`src/rtl/plugboard.sv`:
```
// Plugboard: input FIFO, runtime pair-swap table and issue/wait handshake to the rotor.
// Optional macro PLUGBOARD_LOWERCASE_EN folds lowercase data and config letters to uppercase.
`timescale 1ns/1ps
module plugboard #(
  parameter int unsigned FIFO_DEPTH = 4,
  parameter int unsigned MAX_PAIRS  = 10
) (
  input  logic       clk,
  input  logic       reset,
  input  logic       cfg_clr,
  input  logic       cfg_we,
  input  logic [7:0] cfg_a,
  input  logic [7:0] cfg_b,
  output logic       cfg_err,
  output logic [3:0] pair_cnt,
  input  logic       in_valid,
  input  logic [7:0] in_data,
  output logic       in_ready,
  output logic       out_valid,
  output logic [7:0] out_data,
  input  logic       rot_done,
  output logic       busy
);

  localparam int unsigned PTR_W     = $clog2(FIFO_DEPTH);
  localparam int unsigned CNT_W     = PTR_W + 1;
  localparam int unsigned N_LETTERS = 26;
  localparam logic [7:0]  CHAR_A    = 8'h41;

  typedef enum logic [1:0] {
    S_IDLE,
    S_ISSUE,
    S_WAIT
  } state_t;

  function automatic logic is_upper(input logic [7:0] c);
    return (c >= 8'h41) && (c <= 8'h5A);
  endfunction

`ifdef PLUGBOARD_LOWERCASE_EN
  function automatic logic is_lower(input logic [7:0] c);
    return (c >= 8'h61) && (c <= 8'h7A);
  endfunction
`endif

  // Case folding applied to both the data path and configuration letters.
  function automatic logic [7:0] fold(input logic [7:0] c);
`ifdef PLUGBOARD_LOWERCASE_EN
    if (is_lower(c)) begin
      return c - 8'h20;
    end
`endif
    return c;
  endfunction

  state_t           state, state_nxt;
  logic [4:0]       map [N_LETTERS];
  logic [7:0]       fifo_mem [FIFO_DEPTH];
  logic [PTR_W-1:0] wr_ptr, rd_ptr;
  logic [CNT_W-1:0] count;
  logic             full, empty, push, pop;
  logic [7:0]       head_f, subst;
  logic [7:0]       ca, cb;
  logic [4:0]       ia, ib;
  logic             cfg_ok;

  assign full     = (count == CNT_W'(FIFO_DEPTH));
  assign empty    = (count == '0);
  assign in_ready = !full;
  assign push     = in_valid && !full;
  assign busy     = !empty || (state != S_IDLE);

  // FIFO storage; contents need no reset since pointers define validity.
  always_ff @(posedge clk) begin
    if (push) begin
      fifo_mem[wr_ptr] <= in_data;
    end
  end

  always_ff @(posedge clk or posedge reset) begin
    if (reset) begin
      wr_ptr <= '0;
      rd_ptr <= '0;
      count  <= '0;
    end else begin
      if (push) begin
        wr_ptr <= wr_ptr + PTR_W'(1);
      end
      if (pop) begin
        rd_ptr <= rd_ptr + PTR_W'(1);
      end
      case ({push, pop})
        2'b10:   count <= count + CNT_W'(1);
        2'b01:   count <= count - CNT_W'(1);
        default: count <= count;
      endcase
    end
  end

  // Substitution of the FIFO head using the current table.
  always_comb begin
    head_f = fold(fifo_mem[rd_ptr]);
    subst  = head_f;
    if (is_upper(head_f)) begin
      subst = 8'(map[5'(head_f - CHAR_A)]) + CHAR_A;
    end
  end

  // Pair-write qualification.
  always_comb begin
    ca     = fold(cfg_a);
    cb     = fold(cfg_b);
    ia     = 5'(ca - CHAR_A);
    ib     = 5'(cb - CHAR_A);
    cfg_ok = 1'b0;
    if (is_upper(ca) && is_upper(cb) && (ca != cb)) begin
      cfg_ok = (map[ia] == ia) && (map[ib] == ib) &&
               (pair_cnt < 4'(MAX_PAIRS)) && !busy;
    end
  end

  always_ff @(posedge clk or posedge reset) begin
    if (reset) begin
      for (int unsigned i = 0; i < N_LETTERS; i++) begin
        map[5'(i)] <= 5'(i);
      end
      pair_cnt <= '0;
      cfg_err  <= 1'b0;
    end else begin
      cfg_err <= 1'b0;
      if (cfg_clr) begin
        for (int unsigned i = 0; i < N_LETTERS; i++) begin
          map[5'(i)] <= 5'(i);
        end
        pair_cnt <= '0;
      end else if (cfg_we) begin
        if (cfg_ok) begin
          map[ia]  <= ib;
          map[ib]  <= ia;
          pair_cnt <= pair_cnt + 4'd1;
        end else begin
          cfg_err <= 1'b1;
        end
      end
    end
  end

  always_ff @(posedge clk or posedge reset) begin
    if (reset) begin
      state <= S_IDLE;
    end else begin
      state <= state_nxt;
    end
  end

  always_comb begin
    state_nxt = state;
    pop       = 1'b0;
    case (state)
      S_IDLE: begin
        if (!empty) begin
          pop       = 1'b1;
          state_nxt = S_ISSUE;
        end
      end
      S_ISSUE: state_nxt = S_WAIT;
      S_WAIT: begin
        if (rot_done) begin
          state_nxt = S_IDLE;
        end
      end
      default: state_nxt = S_IDLE;
    endcase
  end

  // Registered rotor-facing outputs: valid pulse tracks ISSUE, data held through WAIT.
  always_ff @(posedge clk or posedge reset) begin
    if (reset) begin
      out_valid <= 1'b0;
      out_data  <= 8'h00;
    end else begin
      out_valid <= (state_nxt == S_ISSUE);
      if (pop) begin
        out_data <= subst;
      end
    end
  end

endmodule

```
`config.mk`:
```
export PLATFORM = sky130hd
export DESIGN_NAME = plugboard
export DESIGN_NICKNAME = d
export VERILOG_FILES = /design/src/rtl/plugboard.sv
export SDC_FILE = /design/constraint.sdc
export NUM_CORES = 1
export LEC_CHECK = 0
export ABC_CLOCK_PERIOD_IN_PS = 5300
export CAP_MARGIN = 25
export CORE_MARGIN = 4
export CORE_UTILIZATION = 52
export CTS_CLUSTER_SIZE = 25
export DETAILED_ROUTE_END_ITERATION = 16
export GPL_ROUTABILITY_DRIVEN = 1
export PLACE_DENSITY = 0.69
export SLEW_MARGIN = 20
export SYNTH_ARGS = -nofsm -noshare
export SYNTH_HDL_FRONTEND = slang
export SYNTH_SLANG_ARGS = --single-unit
```
`constraint.sdc`:
```
create_clock -name clk -period 5.3 [get_ports clk]
set_input_delay 0.53 -clock clk [delete_from_list [all_inputs] [get_ports clk]]
set_output_delay 0.53 -clock clk [all_outputs]
set_load 0.005 [all_outputs]
```
* Yosys cells after proc, flatten, opt, wreduce, memory -nomap -nowiden
Memories as Yosys holds them, arrays and structs flattened.
Cells that the tools add are included.
** Storage, ports and cells
- Memories :: 1
- Output and inout port bits :: 16
- Logic and storage cells :: 124
- Register bits after elaboration :: 153
- Input port bits :: 30
- Memory bits (writable) :: 32
** Memories
- fifo_mem :: words 4, bits a word 8, read ports 1, clocked after Yosys merged registers in 0, write ports 1, RTL line 58 : logic [7:0] fifo_mem [FIFO_DEPTH];
** Operators by class
- Bitwise logic cells :: 3
- Reduce and logical (&&, ||, !) cells :: 22
- Order comparisons :: 12
- Equal/unequal tests :: 9
- Multiplexer cells :: 34
- Add/subtract/negate cells :: 9
** Operators by type and width (count)
- $mux 130 :: 3
- $bwmux 130 :: 2
- $bmux 5 s5 :: 3
- $demux 5 s5 :: 2
- $mux 5 :: 8
- $ge 8x7->1 const B :: 3
- $le 8x7->1 const B :: 3
- $ge 6x6->1 const B :: 3
- $not 5->6 :: 3
- $sub 5x1->5 const B :: 3
- $lt 6x1->1 const B :: 2
- $mux 4 :: 3
- $logic_and 1x1->1 :: 11
- $eq 5x5->1 :: 2
- $add 5x7->8 const B :: 1
- $mux 1 :: 8
- $mux 8 :: 1
- $ne 8x8->1 :: 1
- $reduce_bool 2->1 :: 4
- $eq 2x1->1 const B :: 3
- $pmux 2 s3 :: 1
- $pmux 3 s2 :: 1
- $add 2x1->2 const B :: 2
- $add 4x1->4 const B :: 1
- 11 further kinds :: 15

* Depth between registers and ports, before layout
Gate-level depths: netlist (run 1).
- Depth in word-level cells :: 13
- Mapped depth :: 19
- Depth with buffers taken out :: 13

* Least setup slack after synthesis (run 1)
No wires, ideal clock.
- Path type :: input -> register
- Start :: input port cfg_b[0]
- End :: register map[128] (netlist bit)
- Library setup time :: 0.122 ns
- Data required time :: 5.178 ns
- Stages on the path :: 17
- Arrival :: 4.768 ns
- Setup slack :: 0.410 ns
- Path through :: buf_2 > buf_6 > buf_4 > buf_4 > clkinv_1 > ha_1 > buf_2 > buf_1 > mux4_2 > o31ai_1 > nor4_1 > a2111oi_2 > o211ai_1 > or4b_1 > buf_2 > or2_1 > a32o_1
** Between the ends
- Longest elaborated chain between the ends :: 12
- Elaborated cells on any way between the ends :: 28
** Ends and longest elaborated chain
- start, declared :: RTL line 13 : input logic [7:0] cfg_b,
- $sub 5x1->5 :: RTL line 114 : ib = 5'(cb - CHAR_A);
- $not 5->6 (implied by the code) :: RTL line 117, 139
- $bmux 5 s5 :: RTL line 117 : cfg_ok = (map[ia] == ia) && (map[ib] == ib) &&
- $mux 5 (implied by the code) (2 in a row) :: RTL line 117
- $eq 5x5->1 :: RTL line 117
- $logic_and 1x1->1 (2 in a row) :: RTL line 117
- $logic_and 1x1->1 :: RTL line 118 : (pair_cnt < 4'(MAX_PAIRS)) && !busy;
- $mux 1 :: RTL line 116 : if (is_upper(ca) && is_upper(cb) && (ca != cb)) begin
- $reduce_bool 2->1 (no line)
- $reduce_and 2->1 (no line)
- end signal, assigned by index :: RTL line 125 : map[5'(i)] <= 5'(i);
- end signal, assigned by index :: RTL line 133 : map[5'(i)] <= 5'(i);
- end signal, assigned by index :: RTL line 138 : map[ia] <= ib;
- end, declared :: RTL line 57 : logic [4:0] map [N_LETTERS];
Parallel ways exist; a longest one is shown, timed or not. The select of a mux whose other input is x is not followed.
A chain may end at the register's enable or synchronous reset.

* Final worst setup path (run 1)
- Start :: input port cfg_a[1]
- End :: register map[52] (netlist bit)
** Between the ends
- Longest elaborated chain between the ends :: 12
- Elaborated cells on any way between the ends :: 28
** Ends and longest elaborated chain
- start, declared :: RTL line 12 : input logic [7:0] cfg_a,
- $sub 5x1->5 :: RTL line 113 : ia = 5'(ca - CHAR_A);
- $not 5->6 (implied by the code) :: RTL line 117, 138
- $bmux 5 s5 :: RTL line 117
- $mux 5 (implied by the code) (2 in a row) :: RTL line 117
- $eq 5x5->1 :: RTL line 117
- $logic_and 1x1->1 (2 in a row) :: RTL line 117
- $logic_and 1x1->1 :: RTL line 118
- $mux 1 :: RTL line 116
- $reduce_bool 2->1 (no line)
- $reduce_and 2->1 (no line)
Parallel ways exist; a longest one is shown, timed or not. The select of a mux whose other input is x is not followed.

==> results of run 1 <==
[cell usage after synthesis (15+ instances only)]
cell type,instances
a22oi_1,23
and3_1,16
o22a_1,15
mux4_2,88
clkbuf_1,75
o21ai_0,49
dfstp_2,57
a21oi_1,67
a31oi_1,19
mux2i_1,52
nor3_1,26
dfrtp_1,96
o22ai_1,53
nand2_1,157
xnor2_1,18
ha_1,22
nand3_1,32
o211ai_1,23
a32o_1,19
nor2_1,137
a32oi_1,27
and2_1,20
edfxtp_1,32
a211oi_1,20
inv_1,40
buf_2,39
[per-layer routing]
metal / vias up / GRT usage
met5: - / 0
met3: 202 / 0.0969
li1: 5593 / -
met2: 968 / 0.508
met4: 2 / 0.166
met1: 6454 / 0.489
[flip-flops by register name (all words and copies together), names as in the netlist]
register / cells
wr_ptr: 2
pair_cnt: 4
state: 2
cfg_err: 1
rd_ptr: 2
out_data: 8
count: 3
map: 130
fifo_mem: 32
out_valid: 1
[layout by cell type (no fill, tap or decap), types with 17 or more instances in the layout]
cell type,n
a211oi_1,20
a21oi_1,67
nand3_1,32
inv_1,39
a32oi_1,27
nand2_1,157
a22oi_1,23
ha_1,20
mux4_2,87
mux2i_1,52
and2_1,20
buf_4,69
o211ai_1,23
edfxtp_1,32
dfstp_2,57
a31oi_1,19
o21ai_0,49
a32o_1,19
nor2_1,137
o22ai_1,53
nor3_1,25
clkdlybuf4s50_1,42
dfrtp_1,96
clkbuf_16,17
[worst min-delay path: stages (launching register included)]
cell,delay (ns)
dfrtp_1,0.35
nand2_1,0.05
nand3_1,0.07
[stage by stage]
| step | worst slack, ns | utilization | area, um2 | std cells |
|---|---|---|---|---|
| 2_1_floorplan | 0.410 | - | 14000 | 1443 |
| 3_3_place_gp | 0.323 | 0.570 | 15000 | 1766 |
| 3_5_place_dp | 0.230 | 0.570 | 15000 | 1766 |
| 4_1_cts | 0.694 | 0.595 | 15600 | 1798 |
| 5_1_grt | 0.502 | 0.595 | 15600 | 1799 |
| 6_report | 0.619 | 0.595 | 15600 | 1799 |
[cell type report]
type	instances	area (um2)	share of cell area
Timing Repair Buffer	119	1070	0.0683
Clock inverter	15	226	0.0145
Multi-Input combinational cell	1085	8470	0.542
Clock buffer	17	425	0.0272
Sequential cell	185	4860	0.311
Tap cell	335	419	0.0268
Inverter	43	166	0.0106
[power by group]
group          switching, mW  internal (mW)
registers             0.0869           1.58
clock network          0.767          0.681
logic                   1.60           1.15
[worst max path at each step]
stage	startpoint	to	slack, ns	depth (start not counted)
floorplan	cfg_b[0]	map[128]	0.41	17
global placement	cfg_a[1]	map[118]	0.32	11
detailed placement	cfg_a[1]	map[118]	0.23	11
CTS	cfg_a[1]	map[121]	0.69	10
global route	cfg_a[1]	map[121]	0.50	10
finish	cfg_a[1]	map[52]	0.62	11
[cell families after synthesis]
group                      after synthesis
AOI/OAI and AO/OA                      422
xor gates and xnor gates                32
adders and majority gates               23
buffers and inverters                  173
DFF                                    185
muxes                                  151
and+or+nand+nor                        457
==> results.tsv, run 1 <==
metric	value	unit
cts_root_buf	clkbuf_16	
critPathMaxStageDelay	0.82	ns
rr_worst_depth	13	
synthSimpleGateAreaFrac	0.153	
drt_iter0_drc	2198	
gp_congestion	1.01	
clkSinkCount	185	
syn_area_per_cell	9.69	um2
yosys.area_share.xor_xnor	0.0206	
synthMuxAreaShare	0.188	
synth.distinct_cells	82	
wl_met2	22300	um
ir_drop	201	uV
num_antenna_cells	0	
start_util	0.532	
critical_path_peak_fanout	41	
drive_gt1_frac	0.204	
crit_required	5.63	ns
hold_ws	0.505	ns
cts_hold_buf	0	
worstHoldPathType	flop to flop	
dp_hpwl	35300	um
worstHoldStart	out_data[4]	
route.met3.wl	6770	um
area_delta_synth_final	11.9	%
ant_nets	0	
cts-resized-gates	0	
grt_pass1_wl	78000	um
cpMostUsedCell	mux4_2	
synth_nets	1496	
portBuffers	45	
synth_area_leaders	dfrtp_1 (17%), mux4_2 (14%), dfstp_2 (11%)	
die_h	172	um
p_leak	5.83	nW
fmax	214	MHz
final_nets	1504	
clk_pin_slew_worst_paths	0.08	ns
hold_viol	0	
timing.max_cap.violations	0	
cts_setup_buffers	0	
cts_tree	done	
synth_ff_type	dfrtp_1	
cp.arrival	5.01	ns
grt-ovfl-total	0	
power_density	375	mW/mm2
status	finished, final reports clean	
num_rows	59	
finalMaxSlewViolations	0	
routed.top_layer	met5	
clk-insertion-delay-late	0.46	ns
synthAdderAreaFrac	0.0211	
globalRouteTotalUtil	0.350	
clock_path_buffers	2	
synth_top_family_by_area	compound AO/OA/AOI/OAI gates	
ys_seq_area_frac	0.348	
synth_top_area_frac	0.172	
rsz0062_at_grt	no	
worst_pin_slew	0.919	ns
min_period	4.68	ns
wl_per_cell	28.8	um
power	5.86	mW
drt_pass1_iterations	8	
min_path_cells	2	
setup_viol	0	
fillers	2250	
rr_endpoint	out_data[2]	
rrSetupSlack	0.65	ns
netlist_instances	1443	
regToRegStartpoint	rd_ptr[0]	
grt_max_degree	115	
io_pins	46	
cp_top_family	simple AND/OR/NAND/NOR gates	
finalSetupTns	0	ns
drc	0	
viasPerCell	7.35	
fin_crit_sh	0.883	
synth.yosys.warnings	0	
worstSetupPathType	input pin to flop	
cp-end-kind	flop	
async_flop_share	0.827	
synth_edf_count	32	
grt_pass1_vias	12471	
synth_compound_area_frac	0.218	
die_w	172	um
wirelength	51900	um
cts_inserted_buffers	17	
cp_slowest_cell	or4b_1	
finalClockSkew	0.0183	ns
min_to	out_data[4]	
die_area	0.0296	mm2
antenna_found_initial	1	
coreArea	0.0263	mm2
start_kind	input pin	
vias	13219	
ys_ff_latch	185	
m1WireLength	20100	um
path_cells	clkdlybuf4s50_1 -> inv_1 -> ha_2 -> mux4_2 -> mux4_2 -> a2111oi_0 -> nand4b_1 -> or4b_1 -> nor2_4 -> buf_12 -> a32oi_1	
syn_area	0.0140	mm2
relSlewSlack	0.383	
htreeDepth	4	
crit_buf_inv	3	
synth_top_area_cell	dfrtp_1	
No activity file was read; power rests on OpenSTA's default activity.
==> inputs of run 2 (changes only) <==
Settings changed: CORE_ASPECT_RATIO set to 1.1, SKIP_CTS_REPAIR_TIMING set to 1.
==> run 2 against run 1 <==
Effect of this change: maximum frequency is 3.2% lower; flip-flop and latch count stayed put; count of clock-buffer cells in the layout is the same; total power fell by 1.0%; critical path depth is 2 higher; global-route usage increased by 1.3 points; die area about the same; routed wire length grew 2.5%; cell area down 0.20%; worst hold slack got worse by 0.0088 ns; sequential power barely moved; highest routed layer unchanged.
==> results.tsv, run 2 (synthesized netlist as in run 1, its figures left out) <==
metric	value	unit
status	finished, final reports clean	
crit_required	5.63	ns
rr_endpoint	out_data[2]	
fin_util	0.593	
coreArea	0.0263	mm2
min_period	4.83	ns
viasPerCell	7.37	
worstSetupPathType	flop to flop	
path_cells	mux4_2 -> inv_1 -> ha_1 -> xnor2_2 -> mux4_2 -> mux2_2 -> and3_1 -> nor4_1 -> inv_1 -> ha_1 -> xor2_1 -> mux2i_1 -> a21oi_1	
num_rows	62	
grt_max_degree	105	
start_util	0.532	
hold_viol	0	
rsz0062_at_grt	no	
rr_worst_depth	13	
die_w	164	um
gp_congestion	1.03	
dp_hpwl	36600	um
drt_pass1_iterations	9	
setup_viol	0	
pwr-share-seq	0.286	
grt_pass1_vias	12985	
grt_use_met1	0.469	
worst_pin_slew	1.03	ns
fin_crit_sh	0.912	
wl_per_cell	29.3	um
finalClockSkew	0.0142	ns
power_density	372	mW/mm2
grt_pass1_wl	81100	um
critPathMaxStageDelay	0.69	ns
die_h	180	um
cp-end-kind	flop	
pwr-share-comb	0.497	
grt-ovfl-total	0	
switching_share	0.417	
critical_path_peak_fanout	13	
min_to	map[39]	
wirelength	53200	um
drt_iter0_drc	2013	
worstHoldPathType	input pin to flop	
rrSetupSlack	0.47	ns
antenna_found_initial	2	
clock_path_buffers	2	
cts_inserted_buffers	17	
ant_nets	0	
p_clk_frac	0.217	
clk-insertion-delay-late	0.46	ns
use_met2	0.541	
use_met3	0.102	
hold_ws	0.497	ns
io_pins	46	
layout_commonest_cell	nand2_1	
finalMaxSlewViolations	0	
biggestRegsByFlops	map: 130 flops, fifo_mem: 32 flops, out_data: 8 flops	
start_kind	flop	
htreeDepth	4	
vias	13384	
largest_register_ffs	130	
finalSetupTns	0	ns
clkSinkCount	185	
drive_gt1_frac	0.203	
cts_root_buf	clkbuf_16	
regMostFlops	map	
area_delta_synth_final	11.6	%
dp_worst_setup_slack	0.305	ns
final_nets	1504	
fmax	207	MHz
internal_power	3.38	mW
crit_buf_inv	2	
power.switching	2.42	mW
cts_tree	done	
globalRouteTotalUtil	0.363	
relSlewSlack	0.303	
die_area	0.0296	mm2
fin_ws	0.466	ns
regToRegStartpoint	rd_ptr[1]	
p_leak	5.79	nW
busiest_layer	met2	
drc	0	
cp_top_family	multiplexers	
clk_pin_slew_worst_paths	0.08	ns
cp.arrival	5.16	ns
portBuffers	45	
ir_drop	340	uV
cp_slowest_cell	nor4_1	
min_path_cells	3	
worstHoldStart	cfg_clr	
most-common-layout-cells	nand2_1 (157), nor2_1 (137), dfrtp_1 (96)	
timing.max_cap.violations	0	
run 2: changes by cell type in the layout (fill, tap and decap cells not counted), moves of 2 or more:
cell        before  now
inv_12           7    0
clkinv_4         0    3
clkinv_2         0    2
clkinvlp_4       0    2
inv_16           2    0
inv_8            2    4
run 2: cell type report:
class	count	area (um2)
sequential	185	4860
clock buffer	17	425
fill	2239	10700
clock inverter	15	138
tap	352	440
multi-input combinational	1085	8470
timing repair buffer	119	1100
inverter	43	168
antenna	1	2.50
run 2: routing by layer:
layer	wire length [um]	up-vias
met5	13	-
met4	4100	2
met3	6740	279
met2	23500	1045
met1	18900	6453
li1	-	5605
run 2: through the flow:
| step | cell area, um2 | instances | total power, mW |
|---|---|---|---|
| floorplan | 14000 | 1443 | 3.52 |
| global placement | 15000 | 1783 | 4.44 |
| detailed placement | 15000 | 1783 | 4.48 |
| CTS | 15600 | 1815 | 5.74 |
| global route | 15600 | 1816 | 6.06 |
| finish | 15600 | 1817 | 5.80 |
run 2: worst max path at each step:
stage	from	end	slack, ns	cells past startpoint
CTS	rd_ptr[1]	out_data[4]	0.50	13
global route	rd_ptr[1]	out_data[2]	0.17	13
finish	rd_ptr[1]	out_data[2]	0.47	13
global placement	cfg_a[1]	map[52]	0.38	15
detailed placement	cfg_a[1]	map[63]	0.31	15
floorplan	cfg_b[0]	map[128]	0.41	17
run 2: tightest hold or removal path, cell delays in order:
cell and delay [ns]:
buf_4 0.21, nor2_1 0.13, a2bb2oi_1 0.07
run 2: power by group through the flow:
stage,Sequential (mW),Combinational (mW),Clock [mW]
5_1_grt,1.68,3.05,1.33
3_3_place_gp,1.68,2.76,0
6_report,1.66,2.88,1.26
2_1_floorplan,1.66,1.87,0
3_5_place_dp,1.68,2.80,0
4_1_cts,1.66,2.81,1.27
